## src/rtl/ifetch_queue_if.sv

```systemverilog
// Fetch-unit bundle: memory fetch channel, redirect inputs and decoder-facing queue head.
// master = fetch unit, slave = memory/decoder/back-end side.
interface ifetch_queue_if #(
  parameter int unsigned ADDR_WIDTH  = 32,
  parameter int unsigned INST_WIDTH  = 32,
  parameter int unsigned QUEUE_DEPTH = 4
);
  localparam int unsigned CNT_W = $clog2(QUEUE_DEPTH) + 1;

  logic                  mem_req;
  logic [ADDR_WIDTH-1:0] mem_addr;
  logic                  mem_rdy;
  logic [INST_WIDTH-1:0] inst_in;

  logic                  flush;
  logic [ADDR_WIDTH-1:0] rob2if;
  logic                  alu2if_cont;
  logic [ADDR_WIDTH-1:0] alu2if;
  logic                  dec2if_upd;
  logic [ADDR_WIDTH-1:0] dec2if;
  logic                  dec2if_en;

  logic                  if2dec;
  logic [INST_WIDTH-1:0] inst_out;
  logic [ADDR_WIDTH-1:0] pc_out;
  logic [CNT_W-1:0]      queue_cnt;

  modport master (
    output mem_req, mem_addr,
    input  mem_rdy, inst_in,
    input  flush, rob2if, alu2if_cont, alu2if, dec2if_upd, dec2if, dec2if_en,
    output if2dec, inst_out, pc_out, queue_cnt
  );

  modport slave (
    input  mem_req, mem_addr,
    output mem_rdy, inst_in,
    output flush, rob2if, alu2if_cont, alu2if, dec2if_upd, dec2if, dec2if_en,
    input  if2dec, inst_out, pc_out, queue_cnt
  );
endinterface

```

## src/rtl/ifetch_queue.sv

```systemverilog
// Instruction fetch unit: single outstanding request, {pc, inst} FIFO towards the decoder,
// optional stall after control-flow instructions, flush/redirect handling with stale-response drain.
module ifetch_queue #(
  parameter int unsigned          ADDR_WIDTH      = 32,
  parameter int unsigned          INST_WIDTH      = 32,
  parameter int unsigned          QUEUE_DEPTH     = 4,
  parameter logic [ADDR_WIDTH-1:0] RESET_PC       = '0,
  parameter bit                   STALL_ON_BRANCH = 1'b1
) (
  input  logic          clk,
  input  logic          rst_n_in,
  input  logic          rdy_in,
  ifetch_queue_if.master bus
);
  localparam int unsigned PTR_W = $clog2(QUEUE_DEPTH);
  localparam int unsigned CNT_W = PTR_W + 1;

  typedef enum logic [1:0] {FETCH, WAIT_BR, DRAIN} state_t;

  state_t                state_q, state_d;
  logic [ADDR_WIDTH-1:0] fpc_q, fpc_d;
  logic                  mem_req_q, mem_req_d;
  logic [ADDR_WIDTH-1:0] mem_addr_q, mem_addr_d;
  logic [PTR_W-1:0]      rd_ptr_q, rd_ptr_d;
  logic [PTR_W-1:0]      wr_ptr_q, wr_ptr_d;
  logic [CNT_W-1:0]      cnt_q, cnt_d;
  logic                  enq, deq;

  logic [ADDR_WIDTH-1:0] pc_mem   [QUEUE_DEPTH];
  logic [INST_WIDTH-1:0] inst_mem [QUEUE_DEPTH];

  // State register; rdy_in=0 leaves every *_d equal to its *_q
  always_ff @(posedge clk or negedge rst_n_in) begin
    if (!rst_n_in) begin
      state_q    <= FETCH;
      fpc_q      <= RESET_PC;
      mem_req_q  <= 1'b0;
      mem_addr_q <= '0;
      rd_ptr_q   <= '0;
      wr_ptr_q   <= '0;
      cnt_q      <= '0;
    end else begin
      state_q    <= state_d;
      fpc_q      <= fpc_d;
      mem_req_q  <= mem_req_d;
      mem_addr_q <= mem_addr_d;
      rd_ptr_q   <= rd_ptr_d;
      wr_ptr_q   <= wr_ptr_d;
      cnt_q      <= cnt_d;
    end
  end

  // Next-state: flush dominates; redirects only matter while stalled on a branch
  always_comb begin
    state_d    = state_q;
    fpc_d      = fpc_q;
    mem_req_d  = mem_req_q;
    mem_addr_d = mem_addr_q;
    rd_ptr_d   = rd_ptr_q;
    wr_ptr_d   = wr_ptr_q;
    cnt_d      = cnt_q;
    enq        = 1'b0;
    deq        = 1'b0;

    if (rdy_in) begin
      if (bus.flush) begin
        fpc_d     = bus.rob2if;
        rd_ptr_d  = '0;
        wr_ptr_d  = '0;
        cnt_d     = '0;
        mem_req_d = 1'b0;
        if (state_q == DRAIN)
          state_d = bus.mem_rdy ? FETCH : DRAIN;
        else if (mem_req_q && !bus.mem_rdy)
          state_d = DRAIN;
        else
          state_d = FETCH;
      end else begin
        deq = (cnt_q != '0) && bus.dec2if_en;
        case (state_q)
          FETCH: begin
            if (mem_req_q && bus.mem_rdy) begin
              enq       = 1'b1;
              fpc_d     = fpc_q + ADDR_WIDTH'(4);
              mem_req_d = 1'b0;
              if (STALL_ON_BRANCH && (bus.inst_in[6:4] == 3'b110))
                state_d = WAIT_BR;
            end else if (!mem_req_q && (cnt_q < CNT_W'(QUEUE_DEPTH))) begin
              mem_req_d  = 1'b1;
              mem_addr_d = fpc_q;
            end
          end
          WAIT_BR: begin
            if (bus.alu2if_cont) begin
              fpc_d   = bus.alu2if;
              state_d = FETCH;
            end else if (bus.dec2if_upd) begin
              fpc_d   = bus.dec2if;
              state_d = FETCH;
            end
          end
          DRAIN: begin
            if (bus.mem_rdy)
              state_d = FETCH;
          end
          default: state_d = FETCH;
        endcase
        if (enq) wr_ptr_d = wr_ptr_q + PTR_W'(1);
        if (deq) rd_ptr_d = rd_ptr_q + PTR_W'(1);
        cnt_d = cnt_q + CNT_W'(enq) - CNT_W'(deq);
      end
    end
  end

  // Queue storage needs no reset: entries are only visible through cnt_q
  always_ff @(posedge clk) begin
    if (enq) begin
      pc_mem[wr_ptr_q]   <= fpc_q;
      inst_mem[wr_ptr_q] <= bus.inst_in;
    end
  end

  assign bus.mem_req   = mem_req_q;
  assign bus.mem_addr  = mem_addr_q;
  assign bus.queue_cnt = cnt_q;
  assign bus.if2dec    = (cnt_q != '0);
  assign bus.inst_out  = (cnt_q != '0) ? inst_mem[rd_ptr_q] : '0;
  assign bus.pc_out    = (cnt_q != '0) ? pc_mem[rd_ptr_q]   : '0;
endmodule
```

## src/flat_wrapper.sv

```systemverilog
// flat-port wrapper written by rule: the top's interface ports become plain ports
module ifetch_queue_flat 
#(
  parameter int unsigned          ADDR_WIDTH      = 32,
  parameter int unsigned          INST_WIDTH      = 32,
  parameter int unsigned          QUEUE_DEPTH     = 4,
  parameter logic [ADDR_WIDTH-1:0] RESET_PC       = '0,
  parameter bit                   STALL_ON_BRANCH = 1'b1
)
  (clk, rst_n_in, rdy_in, bus_mem_req, bus_mem_addr, bus_mem_rdy, bus_inst_in, bus_flush, bus_rob2if, bus_alu2if_cont, bus_alu2if, bus_dec2if_upd, bus_dec2if, bus_dec2if_en, bus_if2dec, bus_inst_out, bus_pc_out, bus_queue_cnt);
  ifetch_queue_if #(.ADDR_WIDTH(ADDR_WIDTH), .INST_WIDTH(INST_WIDTH), .QUEUE_DEPTH(QUEUE_DEPTH)) bus_i ();
  input  logic clk;
  input  logic rst_n_in;
  input  logic rdy_in;
  output wire logic [$bits(bus_i.mem_req)-1:0] bus_mem_req;
  output wire logic [$bits(bus_i.mem_addr)-1:0] bus_mem_addr;
  input wire logic [$bits(bus_i.mem_rdy)-1:0] bus_mem_rdy;
  input wire logic [$bits(bus_i.inst_in)-1:0] bus_inst_in;
  input wire logic [$bits(bus_i.flush)-1:0] bus_flush;
  input wire logic [$bits(bus_i.rob2if)-1:0] bus_rob2if;
  input wire logic [$bits(bus_i.alu2if_cont)-1:0] bus_alu2if_cont;
  input wire logic [$bits(bus_i.alu2if)-1:0] bus_alu2if;
  input wire logic [$bits(bus_i.dec2if_upd)-1:0] bus_dec2if_upd;
  input wire logic [$bits(bus_i.dec2if)-1:0] bus_dec2if;
  input wire logic [$bits(bus_i.dec2if_en)-1:0] bus_dec2if_en;
  output wire logic [$bits(bus_i.if2dec)-1:0] bus_if2dec;
  output wire logic [$bits(bus_i.inst_out)-1:0] bus_inst_out;
  output wire logic [$bits(bus_i.pc_out)-1:0] bus_pc_out;
  output wire logic [$bits(bus_i.queue_cnt)-1:0] bus_queue_cnt;
  assign bus_mem_req = bus_i.mem_req;
  assign bus_mem_addr = bus_i.mem_addr;
  assign bus_i.mem_rdy = bus_mem_rdy;
  assign bus_i.inst_in = bus_inst_in;
  assign bus_i.flush = bus_flush;
  assign bus_i.rob2if = bus_rob2if;
  assign bus_i.alu2if_cont = bus_alu2if_cont;
  assign bus_i.alu2if = bus_alu2if;
  assign bus_i.dec2if_upd = bus_dec2if_upd;
  assign bus_i.dec2if = bus_dec2if;
  assign bus_i.dec2if_en = bus_dec2if_en;
  assign bus_if2dec = bus_i.if2dec;
  assign bus_inst_out = bus_i.inst_out;
  assign bus_pc_out = bus_i.pc_out;
  assign bus_queue_cnt = bus_i.queue_cnt;
  ifetch_queue #(.ADDR_WIDTH(ADDR_WIDTH), .INST_WIDTH(INST_WIDTH), .QUEUE_DEPTH(QUEUE_DEPTH), .RESET_PC(RESET_PC), .STALL_ON_BRANCH(STALL_ON_BRANCH)) u_core (.clk(clk), .rst_n_in(rst_n_in), .rdy_in(rdy_in), .bus(bus_i));
endmodule
```

## config.mk

```make
export PLATFORM = sky130hd
export DESIGN_NAME = ifetch_queue_flat
export DESIGN_NICKNAME = d
export VERILOG_FILES = /design/src/rtl/ifetch_queue_if.sv /design/src/rtl/ifetch_queue.sv /design/src/flat_wrapper.sv
export SDC_FILE = /design/constraint.sdc
export NUM_CORES = 1
export LEC_CHECK = 0
export BUFFER_PORTS_ARGS = -buffer_cell sky130_fd_sc_hd__buf_4
export CAP_MARGIN = 10
export CORE_MARGIN = 2
export CORE_UTILIZATION = 51
export DETAILED_ROUTE_END_ITERATION = 8
export PLACE_DENSITY = 0.86
export SLEW_MARGIN = 30
export SYNTH_ARGS = -nofsm -noshare
export SYNTH_HDL_FRONTEND = slang
export SYNTH_SLANG_ARGS = --single-unit
```

## constraint.sdc

```tcl
create_clock -name clk -period 2.82 [get_ports clk]
set_input_delay 0 -clock clk [delete_from_list [all_inputs] [get_ports clk]]
set_output_delay 0 -clock clk [all_outputs]
set_load 0.03 [all_outputs]
```

==> flow_summary.json, run 1 <==
{
  "status": "finished, final reports clean",
  "netlist_area_um2": 14300,
  "max_freq_mhz": 368,
  "final_cell_mix": "buf_4 (256), edfxtp_1 (256), dlygate4sd3_1 (80)",
  "die_x_um": 172,
  "viasPerCell": 5.81,
  "place_inst": 1504,
  "cts_tree": "yes",
  "clk_latency_ns": 0.51,
  "hold_viol": 0,
  "dp_slack_ns": 0.160,
  "period_needed_ns": 2.72,
  "max_cap_violations": 0,
  "r2r_slack_ns": 0.10,
  "fin_crit_sh": 0.963,
  "htreeDepth": 2,
  "synth_edf_count": 256,
  "grt_pass1_vias": 9752,
  "die-area_um2": 29500,
  "slew_viol_final": 0,
  "power.leakage_nw": 6.91,
  "grt_pass1_wl_um": 54700,
  "clock-sinks": 330,
  "gp_congestion": 0.839,
  "yosysTopAreaCellShare": 0.536,
  "finalNetCount": 1386,
  "crit_family": "simple AND/OR/NAND/NOR gates",
  "p_sw_w": 0.00649,
  "critPathCaptureType": "flip-flop",
  "holdPathStages": 5,
  "slowest_delay_ns": 0.64,
  "stdcell_count": 1646,
  "root_buffer": "clkbuf_16",
  "drive_above_1_share": 0.353,
  "drt_first_pass_iters": 6,
  "rows": 61,
  "path_class": "reg2reg",
  "seq_area_frac_synth": 0.666,
  "drt_iter0_drc": 996,
  "total_power_w": 0.0180,
  "totalWireLength_um": 37000,
  "initial_core_util": 0.517,
  "antenna_found_initial": 0,
  "required_ns": 3.24,
  "syn_to_final_growth_pct": 30.0,
  "syn_area_per_cell_um2": 15.5,
  "port_buffers": 236,
  "layout_setup_ws_ns": 0.104,
  "power_density_nw_per_um2": 968,
  "grt_max_degree": 75,
  "dr_total_vias": 9567,
  "ios": 237,
  "path_cells": "nand4_1 > or3_1 > nor4b_2 > a221oi_1 > dlygate4sd3_1 > o2bb2ai_1",
  "stdcell_area_um2": 18600,
  "n_fill_cell": 1853,
  "cts_buffers": 34,
  "path_buf_inv": 1,
  "r2r.worst_path.cells": 6,
  "rsz0062_at_grt": "no",
  "clock_power_share": 0.252,
  "reg2reg_from": "u_core.fpc_q[12]",
  "comb_power_share": 0.360,
  "ys_ff_latch": 330,
  "netlist_top_cells_area": "edfxtp_1 (54%), dfrtp_1 (13%), mux4_2 (10%)",
  "swShare": 0.360,
  "peakVddDrop_mv": 0.562,
  "drt.antenna.violating_nets": 0,
  "synthArstFlopShare": 0.224,
  "crit_slowest_cell": "dfrtp_1",
  "pwr-share-seq": 0.388,
  "crit_arrival_ns": 3.13,
  "whs_endpoint": "u_core.fpc_q[0]",
  "hold_start": "bus_dec2if[0]",
  "multi_input_area_um2": 4470,
  "cp_max_fo": 12,
  "fin_tns_setup_ns": 0,
  "grt_usage": 0.249,
  "routedWlPerCell_um": 22.5,
  "place_area_um2": 16700,
  "netlist.top_cell.by_area": "edfxtp_1",
  "cts_setup_buffers": 0,
  "fp.coreArea_um2": 27700,
  "fp.dieH_um": 172,
  "clkTransAtPathRegs_ns": 0.06,
  "critPathLaunchType": "flip-flop",
  "syn-num-nets": 1066,
  "relSlewSlack": 0.416,
  "ys_warn_count": 0,
  "clock_skew_ns": 0.0215,
  "syn_inst": 922,
  "cts.path.max_buffers": 3,
  "min_path_type": "in2reg",
  "timing_worst_slew_pin_value_ns": 0.869,
  "r2r-end": "u_core.fpc_q[27]",
  "finalSetupViolations": 0,
  "ys.flop_type": "edfxtp_1",
  "intPower_w": 0.0115,
  "overflow": 0,
  "dpl.hpwl_um": 23300,
  "area.sequential_um2": 9550,
  "drc": 0,
  "ys_types": 69
}
[layer usage]
layer  global-route usage  vias up  part of all wire
li1                     -     4216                 -
met1                0.332     4758              0.40
met2                0.415      504              0.49
met3               0.0437       89             0.085
met4               0.0884        0             0.029
met5                    0        -                 0
[cell usage after synthesis, types with 4 or more instances]
cell and count:
buf_2 14, nor2_1 34, buf_1 5, a21oi_1 39, mux4_2 64, a22oi_1 5
xnor2_1 6, nor3_1 9, edfxtp_1 256, or3_1 6, a211oi_1 11, o21ai_0 53
o22ai_1 5, ha_1 7, dfrtp_1 74, nor4_1 5, and3_1 6, nand2_1 47
nor2b_1 9, xor2_1 6, o2bb2ai_1 4, nand4_1 10, mux2_2 37, and2_1 70
mux2i_1 21, nand3_1 11, clkbuf_1 35, inv_1 14
[stage by stage]
| step | util | hold WS [ns] |
|---|---|---|
| 2_1_floorplan | - | -0.296 |
| 3_3_place_gp | 0.601 | 0.199 |
| 3_5_place_dp | 0.601 | 0.0939 |
| 4_1_cts | 0.672 | 0.00615 |
| 5_1_grt | 0.672 | 0.0404 |
| 6_report | 0.672 | 0.00997 |
[worst min-delay path, stage by stage]
cell and delay [ns]:
buf_4 0.07, mux2i_1 0.07, nor2_1 0.11, a21oi_1 0.05
o21ai_0 0.17
[power groups by stage]
stage	Combinational, W	Sequential (W)	Clock (W)
floorplan	0.00384	0.00706	0
global placement	0.00620	0.00699	0
detailed placement	0.00632	0.00705	0
CTS	0.00650	0.00696	0.00460
global route	0.00691	0.00709	0.00478
finish	0.00649	0.00699	0.00455
[logic make-up (layout without fill, tap and decap cells)]
group,after synthesis,count (layout),synth area share
fa+ha+maj,8,8,0.00751
simple gates,226,226,0.0869
compound gates,147,147,0.0633
other cells,0,1,0
mux,122,122,0.144
buf+inv,77,422,0.0250
xor+xnor,12,12,0.00733
flops,330,330,0.666
[area by class of cell]
type,count,area share
diodes,1,0.000134
clock inverters,17,0.00893
clock buffers,44,0.0527
well taps,378,0.0254
flip-flops and latches,330,0.513
inverters,14,0.00282
repair buffers,347,0.158
multi-input cells,515,0.240
[repair_timing]
action	4_1_cts	5_1_grt
resized for setup	0	5
setup endpoints to repair	0	3
hold buffers	80	0
endpoints found under the hold margin	242	0
[worst max path at each step]
stage                             from  depth (start not counted)  slack, ns                      end
5_1_grt        u_core.bus.queue_cnt[1]                         11      0.007  u_core.bus.queue_cnt[2]
4_1_cts               u_core.fpc_q[12]                          6       0.04         u_core.fpc_q[27]
3_3_place_gp   u_core.bus.queue_cnt[1]                         11       0.24  u_core.bus.queue_cnt[2]
6_report              u_core.fpc_q[12]                          6       0.10         u_core.fpc_q[27]
3_5_place_dp   u_core.bus.queue_cnt[1]                         11       0.16  u_core.bus.queue_cnt[2]
2_1_floorplan  u_core.bus.queue_cnt[1]                         11       0.25  u_core.bus.queue_cnt[2]
[registers in the layout, indices dropped and copies added, names as in the netlist]
signal                count
u_core.wr_ptr_q           2
u_core.bus.mem_req        1
u_core.pc_mem           128
u_core.rd_ptr_q           2
u_core.fpc_q             32
u_core.bus.queue_cnt      3
u_core.bus.mem_addr      32
u_core.inst_mem         128
u_core.state_q            2
Note: power is estimated with default switching activity, not from simulation.
==> run 2, diff against run 1 <==
==> constraint.sdc (replaced) <==
create_clock -name clk -period 2.82 [get_ports clk]
set_input_delay 0 -clock clk [delete_from_list [all_inputs] [get_ports clk]]
set_output_delay 0 -clock clk [all_outputs]
set_load 0.05 [all_outputs]
==> flow_summary.json, run 2 (synthesis results as in run 1) <==
{
  "layout_setup_ws_ns": 0.160,
  "utilization": 0.673,
  "rsz0062_at_grt": "yes",
  "grt_max_degree": 75,
  "routedWlPerCell_um": 22.0,
  "antenna_found_initial": 2,
  "die-area_um2": 29500,
  "overflow": 0,
  "crit_slowest_cell": "dfrtp_1",
  "htreeDepth": 2,
  "place_area_um2": 16700,
  "intPower_w": 0.0114,
  "power.leakage_nw": 6.90,
  "root_buffer": "clkbuf_16",
  "fp.coreArea_um2": 27700,
  "hold_viol": 0,
  "multi_input_area_um2": 4510,
  "required_ns": 3.25,
  "clk_latency_ns": 0.50,
  "stdcell_area_um2": 18600,
  "drc": 0,
  "finalNetCount": 1389,
  "clkTransAtPathRegs_ns": 0.06,
  "critPathLaunchType": "flip-flop",
  "drt_first_pass_iters": 5,
  "min_path_type": "in2reg",
  "cts_tree": "yes",
  "grt_usage": 0.246,
  "path_class": "reg2reg",
  "gp_congestion": 0.866,
  "stdcell_count": 1648,
  "peakVddDrop_mv": 0.595,
  "fp.dieH_um": 172,
  "dp_slack_ns": 0.171,
  "slowest_delay_ns": 0.63,
  "final_cell_mix": "buf_4 (256), edfxtp_1 (256), dlygate4sd3_1 (83)",
  "n_fill_cell": 1839,
  "port_buffers": 236,
  "power_density_nw_per_um2": 1020,
  "area.sequential_um2": 9550,
  "pwr-share-seq": 0.367,
  "clock-sinks": 330,
  "slew_viol_final": 0,
  "dr_total_vias": 9525,
  "syn_to_final_growth_pct": 30.1,
  "place_inst": 1503,
  "clock_skew_ns": 0.0128,
  "rows": 61,
  "drt.antenna.violating_nets": 0,
  "initial_core_util": 0.517,
  "grt_pass1_vias": 9638,
  "die_x_um": 172,
  "ios": 237,
  "fin_crit_sh": 0.943,
  "antenna_cells": 0,
  "finalSetupViolations": 0,
  "max_freq_mhz": 376,
  "timing_worst_slew_pin_value_ns": 0.783,
  "swShare": 0.398,
  "dpl.hpwl_um": 23100,
  "cts_buffers": 34,
  "cts.path.max_buffers": 3,
  "clock_power_share": 0.228,
  "reg_top3": "u_core.inst_mem (128), u_core.pc_mem (128)",
  "total_power_w": 0.0190,
  "period_needed_ns": 2.66,
  "drive_above_1_share": 0.350,
  "grt_pass1_wl_um": 54500,
  "max_cap_violations": 0,
  "p_sw_w": 0.00758,
  "comb_power_share": 0.405,
  "path_cells": "nor4b_4 > a21boi_1 > and2_4 > buf_4 > nor2_1 > a311oi_1 > dlygate4sd3_1",
  "crit_arrival_ns": 3.09,
  "critPathCaptureType": "flip-flop",
  "relSlewSlack": 0.473,
  "drt_iter0_drc": 1046,
  "cp_max_fo": 15,
  "totalWireLength_um": 36300,
  "viasPerCell": 5.78,
  "status": "finished, final reports clean"
}
[run 2: critical path: cells and delay by family, from the launching register on]
family          cells  cell delay, ns
compound gates      2            0.66
buf+inv             2            0.77
flops               1            0.63
simple gates        3            0.53
[run 2: power groups by stage]
| stage | clock network [W] | registers, W | logic, W |
|---|---|---|---|
| 2_1_floorplan | 0 | 0.00742 | 0.00462 |
| 3_3_place_gp | 0 | 0.00699 | 0.00735 |
| 3_5_place_dp | 0 | 0.00705 | 0.00746 |
| 4_1_cts | 0.00440 | 0.00696 | 0.00765 |
| 5_1_grt | 0.00459 | 0.00709 | 0.00812 |
| 6_report | 0.00434 | 0.00698 | 0.00771 |
[run 2: final timing paths]
check,to,cells past startpoint,from,slack [ns]
max,u_core.fpc_q[2],7,u_core.state_q[1],0.16
min,u_core.fpc_q[20],5,bus_dec2if[20],0.02
max reg2reg,u_core.fpc_q[2],7,u_core.state_q[1],0.16
min reg2reg,u_core.bus.mem_addr[6],2,u_core.bus.mem_addr[6],0.49
max in group asynchronous,u_core.rd_ptr_q[1],2,rst_n_in,2.15
min in group asynchronous,u_core.bus.queue_cnt[0],2,rst_n_in,0.11
[run 2: per-stage QoR]
step	setup TNS, ns	hold slack (ns)
3_5_place_dp	0	0.0982
2_1_floorplan	0	-0.296
4_1_cts	0	0.00752
5_1_grt	-0.0378	0.00839
3_3_place_gp	0	0.200
6_report	0	0.0222
[run 2: timing repair]
action / in CTS / in global routing
endpoints found under the setup margin: 0 / 4
gates resized for setup: 0 / 14
hold buffers: 83 / 0
buffers inserted: 0 / 1
endpoints found under the hold margin: 243 / 0
[run 2: cell type report]
type | instances | area share
tap | 378 | 0.0254
sequential | 330 | 0.512
timing repair buffer | 350 | 0.159
clock inverter | 10 | 0.00597
clock buffer | 51 | 0.0524
inverter | 14 | 0.00282
multi-input combinational | 515 | 0.242
[run 2: metal layers]
metal / track usage / part of all wire / vias up
met2: 0.409 / 0.49 / 479
met1: 0.330 / 0.40 / 4753
met5: 0 / 0 / -
li1: - / - / 4225
met3: 0.0446 / 0.079 / 68
met4: 0.0818 / 0.028 / 0
==> run 3, diff against run 2 <==
CORE_ASPECT_RATIO = 0.6   (was unset)
==> flow_summary.json, run 3 (synthesis results as in run 1) <==
{
  "relSlewSlack": 0.502,
  "die_x_um": 220,
  "ios": 237,
  "r2r-end": "u_core.fpc_q[27]",
  "initial_core_util": 0.520,
  "whs_ns": -0.0167,
  "path_class": "reg2reg",
  "peakVddDrop_mv": 1.03,
  "cts_tree": "yes",
  "root_buffer": "clkbuf_16",
  "overflow": 0,
  "totalWireLength_um": 37400,
  "slew_viol_final": 0,
  "path_buf_inv": 2,
  "viasPerCell": 5.82,
  "routedWlPerCell_um": 22.7,
  "fin_tns_setup_ns": 0,
  "gp_congestion": 0.847,
  "r2r_slack_ns": 0.1,
  "crit_slowest_cell": "dlygate4sd3_1",
  "drive_above_1_share": 0.344,
  "clock_skew_ns": 0.0131,
  "stdcell_count": 1644,
  "clock-sinks": 330,
  "path_cells": "nand4_1 > buf_4 > or3_1 > nor4b_1 > a221oi_1 > dlygate4sd3_1 > o2bb2ai_1",
  "multi_input_area_um2": 4480,
  "r2r.worst_path.cells": 7,
  "port_buffers": 236,
  "reg_top3": "u_core.inst_mem (128), u_core.pc_mem (128)",
  "max_cap_violations": 0,
  "drt_first_pass_iters": 7,
  "crit_family": "simple AND/OR/NAND/NOR gates",
  "critPathCaptureType": "flip-flop",
  "dr_total_vias": 9574,
  "final_common_cell": "buf_4",
  "critPathLaunchType": "flip-flop",
  "clk_latency_ns": 0.56,
  "drt.antenna.violating_nets": 0,
  "violations": "negative hold slack",
  "crit_arrival_ns": 3.21,
  "hold_viol": 1,
  "antenna_found_initial": 3,
  "finalSetupViolations": 0,
  "htreeDepth": 1,
  "grt_usage": 0.258,
  "n_fill_cell": 1821,
  "min_path_type": "in2async",
  "highest_layer": "met5",
  "reg2reg_from": "u_core.fpc_q[4]",
  "timing_worst_slew_pin_value_ns": 0.748,
  "cts.path.max_buffers": 3,
  "slowest_delay_ns": 0.60,
  "final_cell_mix": "buf_4 (258), edfxtp_1 (256), dlygate4sd3_1 (94)",
  "grt_max_degree": 67,
  "grt_pass1_vias": 9697,
  "met1Wirelength_um": 15500,
  "clkTransAtPathRegs_ns": 0.07,
  "drt_iter0_drc": 1103,
  "period_needed_ns": 2.72,
  "cts_buffers": 29,
  "max_freq_mhz": 367,
  "status": "finished, violations left",
  "power_density_nw_per_um2": 1010,
  "power.leakage_nw": 6.87,
  "wl_met3_um": 3440,
  "rows": 47,
  "fp.dieH_um": 134,
  "finalNetCount": 1396,
  "fp.coreArea_um2": 27600,
  "dpl.hpwl_um": 23900,
  "area.sequential_um2": 9560,
  "drc": 0,
  "syn_to_final_growth_pct": 29.5,
  "grt_pass1_wl_um": 56600,
  "wl_met2_um": 17200,
  "required_ns": 3.31,
  "cp_max_fo": 10,
  "fin_crit_sh": 0.966,
  "die-area_um2": 29500,
  "place_inst": 1491
}
run 3: what timing repair did:
item,CTS,global route
hold buffers,94,0
resized for setup,0,11
buffers inserted,0,3
endpoints found under the hold margin,233,0
endpoints found under the setup margin,0,9
run 3: worst reg2reg max path: stages (launching register included):
cell and delay (ns):
dfrtp_1 0.55, nand4_1 0.17, buf_4 0.21, or3_1 0.46, nor4b_1 0.39, a221oi_1 0.14, dlygate4sd3_1 0.60, o2bb2ai_1 0.14
run 3: worst max path at each step:
stage / start / end / cells after the start
2_1_floorplan: u_core.bus.queue_cnt[1] / u_core.bus.queue_cnt[2] / 11
3_3_place_gp: u_core.bus.queue_cnt[1] / u_core.bus.queue_cnt[2] / 11
3_5_place_dp: u_core.bus.queue_cnt[1] / u_core.bus.queue_cnt[2] / 11
4_1_cts: u_core.fpc_q[2] / u_core.fpc_q[26] / 6
5_1_grt: u_core.fpc_q[5] / u_core.fpc_q[27] / 7
6_report: u_core.fpc_q[4] / u_core.fpc_q[27] / 7
run 3: where the power goes:
| part | total [W] | switching (W) | leakage (nW) | internal (W) |
|---|---|---|---|---|
| Sequential | 0.00703 | 0.000987 | 3.18 | 0.00604 |
| Combinational | 0.00780 | 0.00490 | 3.23 | 0.00290 |
| Clock | 0.00397 | 0.00173 | 0.456 | 0.00224 |
| Total | 0.0188 | 0.00761 | 6.87 | 0.0112 |
run 3: layout make-up:
| type | count | area share |
|---|---|---|
| clock buffers | 40 | 0.0430 |
| diodes | 2 | 0.000270 |
| multi-input cells | 515 | 0.241 |
| flip-flops and latches | 330 | 0.515 |
| repair buffers | 362 | 0.165 |
| clock inverters | 14 | 0.00748 |
| well taps | 367 | 0.0247 |
| inverters | 14 | 0.00283 |
run 3: per-layer routing:
metal	vias up	global-route usage
met2	489	0.389
met4	2	0.0828
met1	4769	0.368
met5	-	0
met3	89	0.0687
li1	4225	-
run 3: stage by stage:
stage | total power [W] | hold slack [ns] | setup slack, ns | utilization | area, um^2
3_3_place_gp | 0.0144 | 0.189 | 0.214 | 0.603 | 16600
6_report | 0.0188 | -0.0167 | 0.0973 | 0.673 | 18600
5_1_grt | 0.0196 | 0.00970 | -0.0413 | 0.673 | 18600
3_5_place_dp | 0.0146 | 0.202 | 0.180 | 0.603 | 16600
2_1_floorplan | 0.0120 | -0.296 | 0.131 | - | 14300
4_1_cts | 0.0188 | 0.00312 | 0.0225 | 0.671 | 18500
